`config.mk`:
```
export PLATFORM = sky130hd
export DESIGN_NAME = pipeline_reg_skid
export DESIGN_NICKNAME = d
export VERILOG_FILES = /design/src/rtl/pipe_pkg.sv /design/src/rtl/pipeline_reg_skid.sv
export SDC_FILE = /design/constraint.sdc
export NUM_CORES = 1
export LEC_CHECK = 0
export ABC_AREA = 1
export BUFFER_PORTS_ARGS = -buffer_cell sky130_fd_sc_hd__buf_2
export CAP_MARGIN = 20
export CORE_MARGIN = 2
export CORE_UTILIZATION = 40
export CTS_CLUSTER_SIZE = 8
export DETAILED_ROUTE_END_ITERATION = 6
export GPL_TIMING_DRIVEN = 0
export SLEW_MARGIN = 20
export SYNTH_ARGS = -nofsm -noshare
export SYNTH_HDL_FRONTEND = slang
export SYNTH_SLANG_ARGS = --single-unit
```
`constraint.sdc`:
```
create_clock -name clk -period 4.15 [get_ports clk]
set_clock_uncertainty 0.05 [all_clocks]
set_input_delay 0.83 -clock clk [delete_from_list [all_inputs] [get_ports clk]]
set_output_delay 0.83 -clock clk [all_outputs]
set_load 0.05 [all_outputs]
```
`src/rtl/pipe_pkg.sv`:
```
`default_nettype none
// ============================================================================
// pipe_pkg: shared widths, control-field layout and NOP values for the
//           inter-stage pipeline registers.
// Revision: 1.0
// ============================================================================
package pipe_pkg;

    // MEM/WB payload: rdata 32 + alu 32 + rd 5 + pc+4 32
    localparam int MEMWB_DATA_W = 101;
    localparam int MEMWB_CTRL_W = 3;

    localparam int IFID_DATA_W  = 64;
    localparam int IFID_CTRL_W  = 1;
    localparam int IDEX_DATA_W  = 133;
    localparam int IDEX_CTRL_W  = 8;
    localparam int EXMEM_DATA_W = 101;
    localparam int EXMEM_CTRL_W = 5;

    localparam int MEMWB_CTRL_REG_WRITE      = 2;
    localparam int MEMWB_CTRL_MEM_TO_REG_MSB = 1;
    localparam int MEMWB_CTRL_MEM_TO_REG_LSB = 0;

    typedef enum logic [1:0] {
        WB_ALU = 2'b00,
        WB_MEM = 2'b01,
        WB_PC4 = 2'b10
    } wb_sel_e;

    typedef struct packed {
        logic    reg_write;
        wb_sel_e mem_to_reg;
    } memwb_ctrl_t;

    localparam logic [IFID_CTRL_W-1:0]  IFID_CTRL_NOP  = '0;
    localparam logic [IDEX_CTRL_W-1:0]  IDEX_CTRL_NOP  = '0;
    localparam logic [EXMEM_CTRL_W-1:0] EXMEM_CTRL_NOP = '0;
    localparam logic [MEMWB_CTRL_W-1:0] MEMWB_CTRL_NOP = '0;

endpackage
`default_nettype wire

```
`src/rtl/pipeline_reg_skid.sv`:
```
`default_nettype none
// ============================================================================
// pipeline_reg_skid: valid/ready pipeline stage register with flush, NOP
//                    bubble and optional 2-entry skid buffer.
// Revision: 1.0
// ============================================================================
module pipeline_reg_skid
    import pipe_pkg::*;
#(
    parameter int                 DATA_W   = MEMWB_DATA_W,
    parameter int                 CTRL_W   = MEMWB_CTRL_W,
    parameter logic [CTRL_W-1:0]  CTRL_NOP = {CTRL_W{1'b0}},
    parameter int                 SKID     = 1
) (
    input  logic              clk,
    input  logic              rst_n,
    input  logic              flush_i,
    input  logic              in_valid_i,
    output logic              in_ready_o,
    input  logic [DATA_W-1:0] in_data_i,
    input  logic [CTRL_W-1:0] in_ctrl_i,
    output logic              out_valid_o,
    input  logic              out_ready_i,
    output logic [DATA_W-1:0] out_data_o,
    output logic [CTRL_W-1:0] out_ctrl_o,
    output logic [1:0]        count_o
);

    logic              r_main_v;
    logic [DATA_W-1:0] r_main_data;
    logic [CTRL_W-1:0] r_main_ctrl;
    logic              w_con;

    assign w_con       = r_main_v & out_ready_i;
    assign out_valid_o = r_main_v;
    assign out_data_o  = r_main_data;
    // Bubble: a downstream that ignores valid still sees no side effects
    assign out_ctrl_o  = r_main_v ? r_main_ctrl : CTRL_NOP;

    generate
        if (SKID != 0) begin : g_skid
            logic              r_skid_v;
            logic [DATA_W-1:0] r_skid_data;
            logic [CTRL_W-1:0] r_skid_ctrl;
            logic              r_in_ready;
            logic              w_acc;
            logic              w_main_v_nxt;
            logic              w_skid_v_nxt;
            logic              w_main_load_in;
            logic              w_main_load_skid;
            logic              w_skid_load;

            assign w_acc      = in_valid_i & r_in_ready;
            assign in_ready_o = r_in_ready;
            assign count_o    = {r_skid_v, r_main_v & ~r_skid_v};

            always_comb begin
                w_main_v_nxt     = r_main_v;
                w_skid_v_nxt     = r_skid_v;
                w_main_load_in   = 1'b0;
                w_main_load_skid = 1'b0;
                w_skid_load      = 1'b0;
                if (flush_i) begin
                    w_main_v_nxt = 1'b0;
                    w_skid_v_nxt = 1'b0;
                end else begin
                    case ({r_main_v, r_skid_v})
                        2'b00: begin
                            if (w_acc) begin
                                w_main_v_nxt   = 1'b1;
                                w_main_load_in = 1'b1;
                            end
                        end
                        2'b10: begin
                            if (w_acc && w_con) begin
                                w_main_load_in = 1'b1;
                            end else if (w_acc) begin
                                w_skid_v_nxt = 1'b1;
                                w_skid_load  = 1'b1;
                            end else if (w_con) begin
                                w_main_v_nxt = 1'b0;
                            end
                        end
                        2'b11: begin
                            if (w_con) begin
                                w_main_load_skid = 1'b1;
                                w_skid_v_nxt     = 1'b0;
                            end
                        end
                        default: begin
                            w_main_v_nxt = 1'b0;
                            w_skid_v_nxt = 1'b0;
                        end
                    endcase
                end
            end

            // Ready is registered from the next skid state, so it never
            // depends combinationally on out_ready_i.
            always_ff @(posedge clk or negedge rst_n) begin
                if (!rst_n) begin
                    r_main_v    <= 1'b0;
                    r_main_data <= '0;
                    r_main_ctrl <= '0;
                    r_skid_v    <= 1'b0;
                    r_skid_data <= '0;
                    r_skid_ctrl <= '0;
                    r_in_ready  <= 1'b1;
                end else begin
                    r_main_v   <= w_main_v_nxt;
                    r_skid_v   <= w_skid_v_nxt;
                    r_in_ready <= ~w_skid_v_nxt;
                    if (w_main_load_in) begin
                        r_main_data <= in_data_i;
                        r_main_ctrl <= in_ctrl_i;
                    end else if (w_main_load_skid) begin
                        r_main_data <= r_skid_data;
                        r_main_ctrl <= r_skid_ctrl;
                    end
                    if (w_skid_load) begin
                        r_skid_data <= in_data_i;
                        r_skid_ctrl <= in_ctrl_i;
                    end
                end
            end
        end else begin : g_noskid
            logic w_acc;

            assign in_ready_o = ~r_main_v | out_ready_i;
            assign w_acc      = in_valid_i & in_ready_o;
            assign count_o    = {1'b0, r_main_v};

            always_ff @(posedge clk or negedge rst_n) begin
                if (!rst_n) begin
                    r_main_v    <= 1'b0;
                    r_main_data <= '0;
                    r_main_ctrl <= '0;
                end else if (flush_i) begin
                    r_main_v <= 1'b0;
                end else if (w_acc) begin
                    r_main_v    <= 1'b1;
                    r_main_data <= in_data_i;
                    r_main_ctrl <= in_ctrl_i;
                end else if (w_con) begin
                    r_main_v <= 1'b0;
                end
            end
        end
    endgenerate

endmodule
`default_nettype wire

```
==> impl_results.md, run 1 <==
- CP Max Fanout: 6
- Finished Cell Area: 11600 µm²
- Longest Clk Path Bufs: 3
- Starting Density: 0.408
- Top-area cell type share of the netlist area: 0.567
- Post-synthesis cell count: between 1000 and 1500
- Die Wd: ~160 µm
- Reg area: ~5300 µm²
- Share of cells above drive strength 1: 0.240
- Pwr Density: 594 nW/µm²
- Static leakage: 0.00610 µW
- Syn Nets: 1166
- Total Nets Final: 1416
- Synthesized area per cell: 8.76 µm²
- Multi-input logic area: slightly above 3000 µm²
- Grt ovf: 0
- Final hold violations: 0
- Global-route wire length before repair: about 43000 µm
- FFs w/ async S/R, synth: 1.00
- Leading area contributor after synthesis: dfrtp_1
- Mapped cell area: between 9000 and 10000 µm²
- # fillers: around 2200
- Status: complete, no violations
- Die area: about 24000 µm²
- Setup bufs post-CTS: 0
- Sequential area share after synthesis: 0.570
- # clock sinks: about 210
- DRC viols: 0
- Ys flop type: dfrtp_1
- Final setup vio count: 0
- Post-synth EDFFs: 0
- Global Route Usage Sum: 0.219
- Post-detailed-route wirelength per cell: between 15 and 20 µm
- Clock root buffer: clkbuf_16
- Critical path type: reg2out
- Clock Latency Late Sink: approximately 0.54 ns
- Chip Height: about 160 µm
- Yosys warnings: 0
- Vias per Instance: roughly 5.2
- Routed Antenna Nets: 0
- Cts repair resizes: 0
- Slew margin rel.: 0.628
- IO Pins: 217
- Adder-Cell Fraction of Synth Area: 0
- Pre-antenna DRT Iters: 7
- Required time at the worst-slack endpoint: approximately 3.3 ns
- Synth Area in Simple Gates: 0.278
- Post-DP HPWL: ~18000 µm
- Post-synthesis xor/xnor area fraction: 0
- Count of pins over their slew limit: 0
- Area grow syn2layout: 25.3%
- Largest net degree at the start of global routing: 90
- Worst Tran Pin Value: about 0.56 ns
- Crit path launch type: flip-flop
- Initial antenna violation count: 4
- CP Capture Type: output port
- Synth area leaders: dfrtp_1, nand3_1, nand2_1
- Compound-gate portion of the synthesized area: 0.0573
- Final worst slack: 1.80 ns
- Power Total: just under 7000 µW
- GPL Wtd Cong: between 0.7 and 0.8
- Most frequent cell after synthesis: nand2_1
- # hold bufs at CTS: 0
- CTS buffer count: 30
- Area after DPL: roughly 11000 µm²
- Dpl ws: 1.87 ns
- FF+latch count, synth: 211
- Vias in the first global route: 8161
- RSZ-0062 raised after global routing: no
- DR iter-0 viols: about 460
- Synth cell types: 20
- Worst Hold Class: in2async
- Final min period: about 2.3 ns
- Final design utilization: 0.511
- Fmax: roughly 430 MHz
- Worst vdd ir: approximately 0.32 mV
- CTS tree: built
- Mux contribution to synthesized area: 0
- IO buf count: around 220
- CP Data Arrival Time: 1.47 ns
- Part of the cycle the worst path needs: 0.566
- H-tree Lvls: 1
- Clk slew on worst S/H paths: around 0.05 ns
- Core area: 22700 µm²
- Largest family of logic cells by synthesized area: simple AND/OR/NAND/NOR gates
- Routed via count: ~8300
- Most common library cells after synthesis: nand2_1, dfrtp_1, nand3_1
- FP Rows: between 50 and 60
- Total Wirelength: 26700 µm
- Max_cap viols: 0
[state kept, by name, indices dropped and copies added (netlist names)]
register / flops
r_main_ctrl: 3
out_valid_o: 1
in_ready_o: 1
g_skid.r_skid_data: 101
g_skid.r_skid_ctrl: 3
out_data_o: 101
g_skid.r_skid_v: 1
[power breakdown]
| group | switching (µW) | leakage [µW] | internal, µW |
|---|---|---|---|
| clock | 841 | 0.000396 | 1340 |
| sequential | 299 | 0.00265 | 2620 |
| combinational | 1310 | 0.00306 | 486 |
| total | 2450 | 0.00610 | 4440 |
[logic make-up after synthesis]
group           count (synthesis)
compound gates                106
flops                         211
buf+inv                       205
simple gates                  535
[path summary, 6_finish.rpt]
| path | slack (ns) | depth (start not counted) | from | endpoint |
|---|---|---|---|---|
| max | 1.80 | 4 | g_skid.r_skid_v | count_o[0] |
| min | 0.16 | 1 | rst_n | g_skid.r_skid_data[55] |
| max reg2reg | 2.31 | 7 | in_ready_o | g_skid.r_skid_data[71] |
| min reg2reg | 0.43 | 2 | g_skid.r_skid_data[2] | g_skid.r_skid_data[2] |
| max in group asynchronous | 3.06 | 2 | rst_n | out_data_o[7] |
| min in group clk | 0.43 | 2 | g_skid.r_skid_data[2] | g_skid.r_skid_data[2] |
[layout by cell type (no fill, tap or decap), drive strengths merged]
cell type  count
inv          115
nand2        215
dfrtp        210
clkinvlp       1
buf          278
nand4        105
a21oi          1
o21ai        105
clkbuf        73
nor2           3
dfstp          1
diode          3
nand3        212
[layer usage]
layer / track usage / share of wire / vias to the layer above
li1: - / - / 4045
met1: 0.308 / 0.45 / 3964
met2: 0.354 / 0.46 / 254
met3: 0.0353 / 0.065 / 49
met4: 0.0620 / 0.022 / 4
met5: 0 / 0.00097 / -
[through the flow]
stage          setup TNS, ns  instances  hold slack [ns]
2_1_floorplan              0       1057            0.403
3_3_place_gp         -330.71       1558            0.417
3_5_place_dp               0       1560            0.423
4_1_cts                    0       1604            0.164
5_1_grt                    0       1605            0.183
6_report                   0       1607            0.163
[cell type report]
| type | count | share of cell area |
|---|---|---|
| sequential | 211 | 0.455 |
| clock buffer | 43 | 0.0708 |
| antenna | 3 | 0.000647 |
| tap | 285 | 0.0307 |
| inverter | 115 | 0.0372 |
| buffer | 90 | 0.0380 |
| timing repair buffer | 218 | 0.0988 |
| clock inverter | 1 | 0.000647 |
| multi-input combinational | 641 | 0.268 |
[worst max-delay path, cell delays in order (launching register included)]
cell	delay (ns)
dfrtp_1	0.47
inv_1	0.11
nand2_1	0.05
inv_1	0.04
buf_2	0.27
(Power assumes the default switching activity.)
==> inputs of run 2 (changes only) <==
Clock period 4.15 ns to 2.15 ns, I/O delays scaled along.
==> run 2 against run 1 <==
Sequential share of layout area about the same; routed wire length about the same; hold slack worse by 0.080 ns; critical path depth unchanged; clock-buffer cell count unchanged; via count about the same; critical path type unchanged; largest cell class unchanged.
==> impl_results.md, run 2 (synthesized netlist as in run 1, its figures left out) <==
- Die area: around 24000 µm²
- Crit-path cells: inv_1 > nand2_1 > inv_1 > buf_2
- Worst Hold Class: in2reg
- Total negative setup slack: 0 ns
- Starting Density: 0.408
- Area grow syn2layout: 25.4%
- Status: complete, no violations
- Part of the cycle the worst path needs: 0.909
- Pre-antenna DRT Iters: 5
- Largest net degree at the start of global routing: 90
- Grt ovf: 0
- Final min period: 1.95 ns
- Post-detailed-route wirelength per cell: between 15 and 20 µm
- Final setup vio count: 0
- Chip Height: 156 µm
- Critical path type: reg2out
- Post-DP HPWL: 18400 µm
- Core area: ~23000 µm²
- Clock root buffer: clkbuf_16
- Most frequent cells in the layout: buf_2, nand2_1, nand3_1, dfrtp_1, inv_1
- Cell family contributing the most delay on the critical path: flip-flops
- H-tree Lvls: 1
- Most common cell after layout, fill and taps aside: buf_2
- RSZ-0062 raised after global routing: no
- Setup bufs post-CTS: 0
- CTS buffer count: 30
- Area after DPL: around 11000 µm²
- Clk slew on worst S/H paths: roughly 0.050 ns
- Total Wirelength: between 20000 and 30000 µm
- Global-route wire length before repair: roughly 43000 µm
- Global Route Usage Sum: 0.219
- Total Nets Final: 1417
- Routed via count: about 8300
- Fmax: roughly 510 MHz
- Initial antenna violation count: 4
- Vias in the first global route: a little over 8000
- Dpl ws: roughly 0.27 ns
- Slowest cell on crit path: dfrtp_1
- Max_cap viols: 0
- Finished Cell Area: 11600 µm²
- Vias per Instance: around 5.2
- # clock sinks: 211
- IO Pins: around 220
- Worst Tran Pin Value: between 0.5 and 0.6 ns
- Placed Cells: about 1600
- Share of cells above drive strength 1: 0.239
- Crit path launch type: flip-flop
- Count of pins over their slew limit: 0
- Static leakage: 0.00611 µW
- GPL Wtd Cong: around 0.79
- Crit path buffers/inverters: 3
- Routed Antenna Nets: 0
- DR iter-0 viols: between 400 and 500
- Longest Clk Path Bufs: 3
- CTS tree: built
- CP Max Fanout: 6
- CP Data Arrival Time: 1.47 ns
- Final worst slack: between 0.15 and 0.2 ns
- Power Total: between 10000 and 15000 µW
- Final cell count without fillers: ~1600
- Slew margin rel.: 0.629
- CP Capture Type: output port
- Worst vdd ir: between 0.6 and 0.7 mV
- CP most frequent cell: inv_1
- Die Wd: roughly 160 µm
- IO buf count: around 220
- Pwr Density: around 1100 nW/µm²
- DRC viols: 0
- Crit-path max cell delay: 0.47 ns
- Final hold violations: 0
- FP Rows: 55
- Clock Latency Late Sink: ~0.54 ns
- Required time at the worst-slack endpoint: ~1.7 ns
==> run 2: cell types whose count changed in the layout (fill, tap and decap cells not counted), sizes merged <==
cell         delta
dlygate4sd3     +1
==> run 2: stage by stage <==
stage	util	hold slack (ns)
2_1_floorplan	-	0.0844
3_3_place_gp	0.471	0.417
3_5_place_dp	0.474	0.332
4_1_cts	0.511	0.0669
5_1_grt	0.511	0.0797
6_report	0.511	0.0834
==> run 2: repair_timing <==
action                                 4_1_cts  5_1_grt
endpoints found under the hold margin       52        0
resized for setup                            0        0
setup endpoints to repair                    0        0
hold buffers                                 1        0
==> run 2: worst min-delay path, stage by stage <==
cell,delay [ns]
buf_2,0.11
inv_1,0.04
o21ai_1,0.05
==> run 2: path summary, 6_finish.rpt <==
path / from / to / slack, ns / depth (start not counted)
max: g_skid.r_skid_v / count_o[0] / 0.20 / 4
min: in_data_i[91] / g_skid.r_skid_data[91] / 0.08 / 3
max reg2reg: in_ready_o / g_skid.r_skid_data[71] / 0.30 / 7
min reg2reg: g_skid.r_skid_data[2] / g_skid.r_skid_data[2] / 0.43 / 2
max in group asynchronous: rst_n / out_data_o[7] / 0.89 / 3
min in group asynchronous: rst_n / g_skid.r_skid_data[55] / 0.36 / 2
==> run 2: where the power goes <==
part           switching, µW  total, µW  internal, µW  leakage (µW)
sequential               579       5640          5060       0.00265
clock                   1620       4200          2580      0.000396
combinational           2530       3470           939       0.00306
==> run 2: layout make-up <==
| class | instances | area, µm² |
|---|---|---|
| well taps | 285 | 357 |
| plain buffers | 90 | 440 |
| repair buffers | 219 | 1160 |
| flip-flops and latches | 211 | 5280 |
| clock inverters | 1 | 7.51 |
| clock buffers | 43 | 821 |
| multi-input cells | 641 | 3110 |
| diodes | 3 | 7.51 |
| inverters | 115 | 432 |
| fillers | 2242 | 11100 |
==> run 2: per-layer routing <==
metal  routed length (µm)  GRT usage
met1                12100      0.308
met5                   26          0
met3                 1690     0.0353
met2                12400      0.354
met4                  587     0.0620
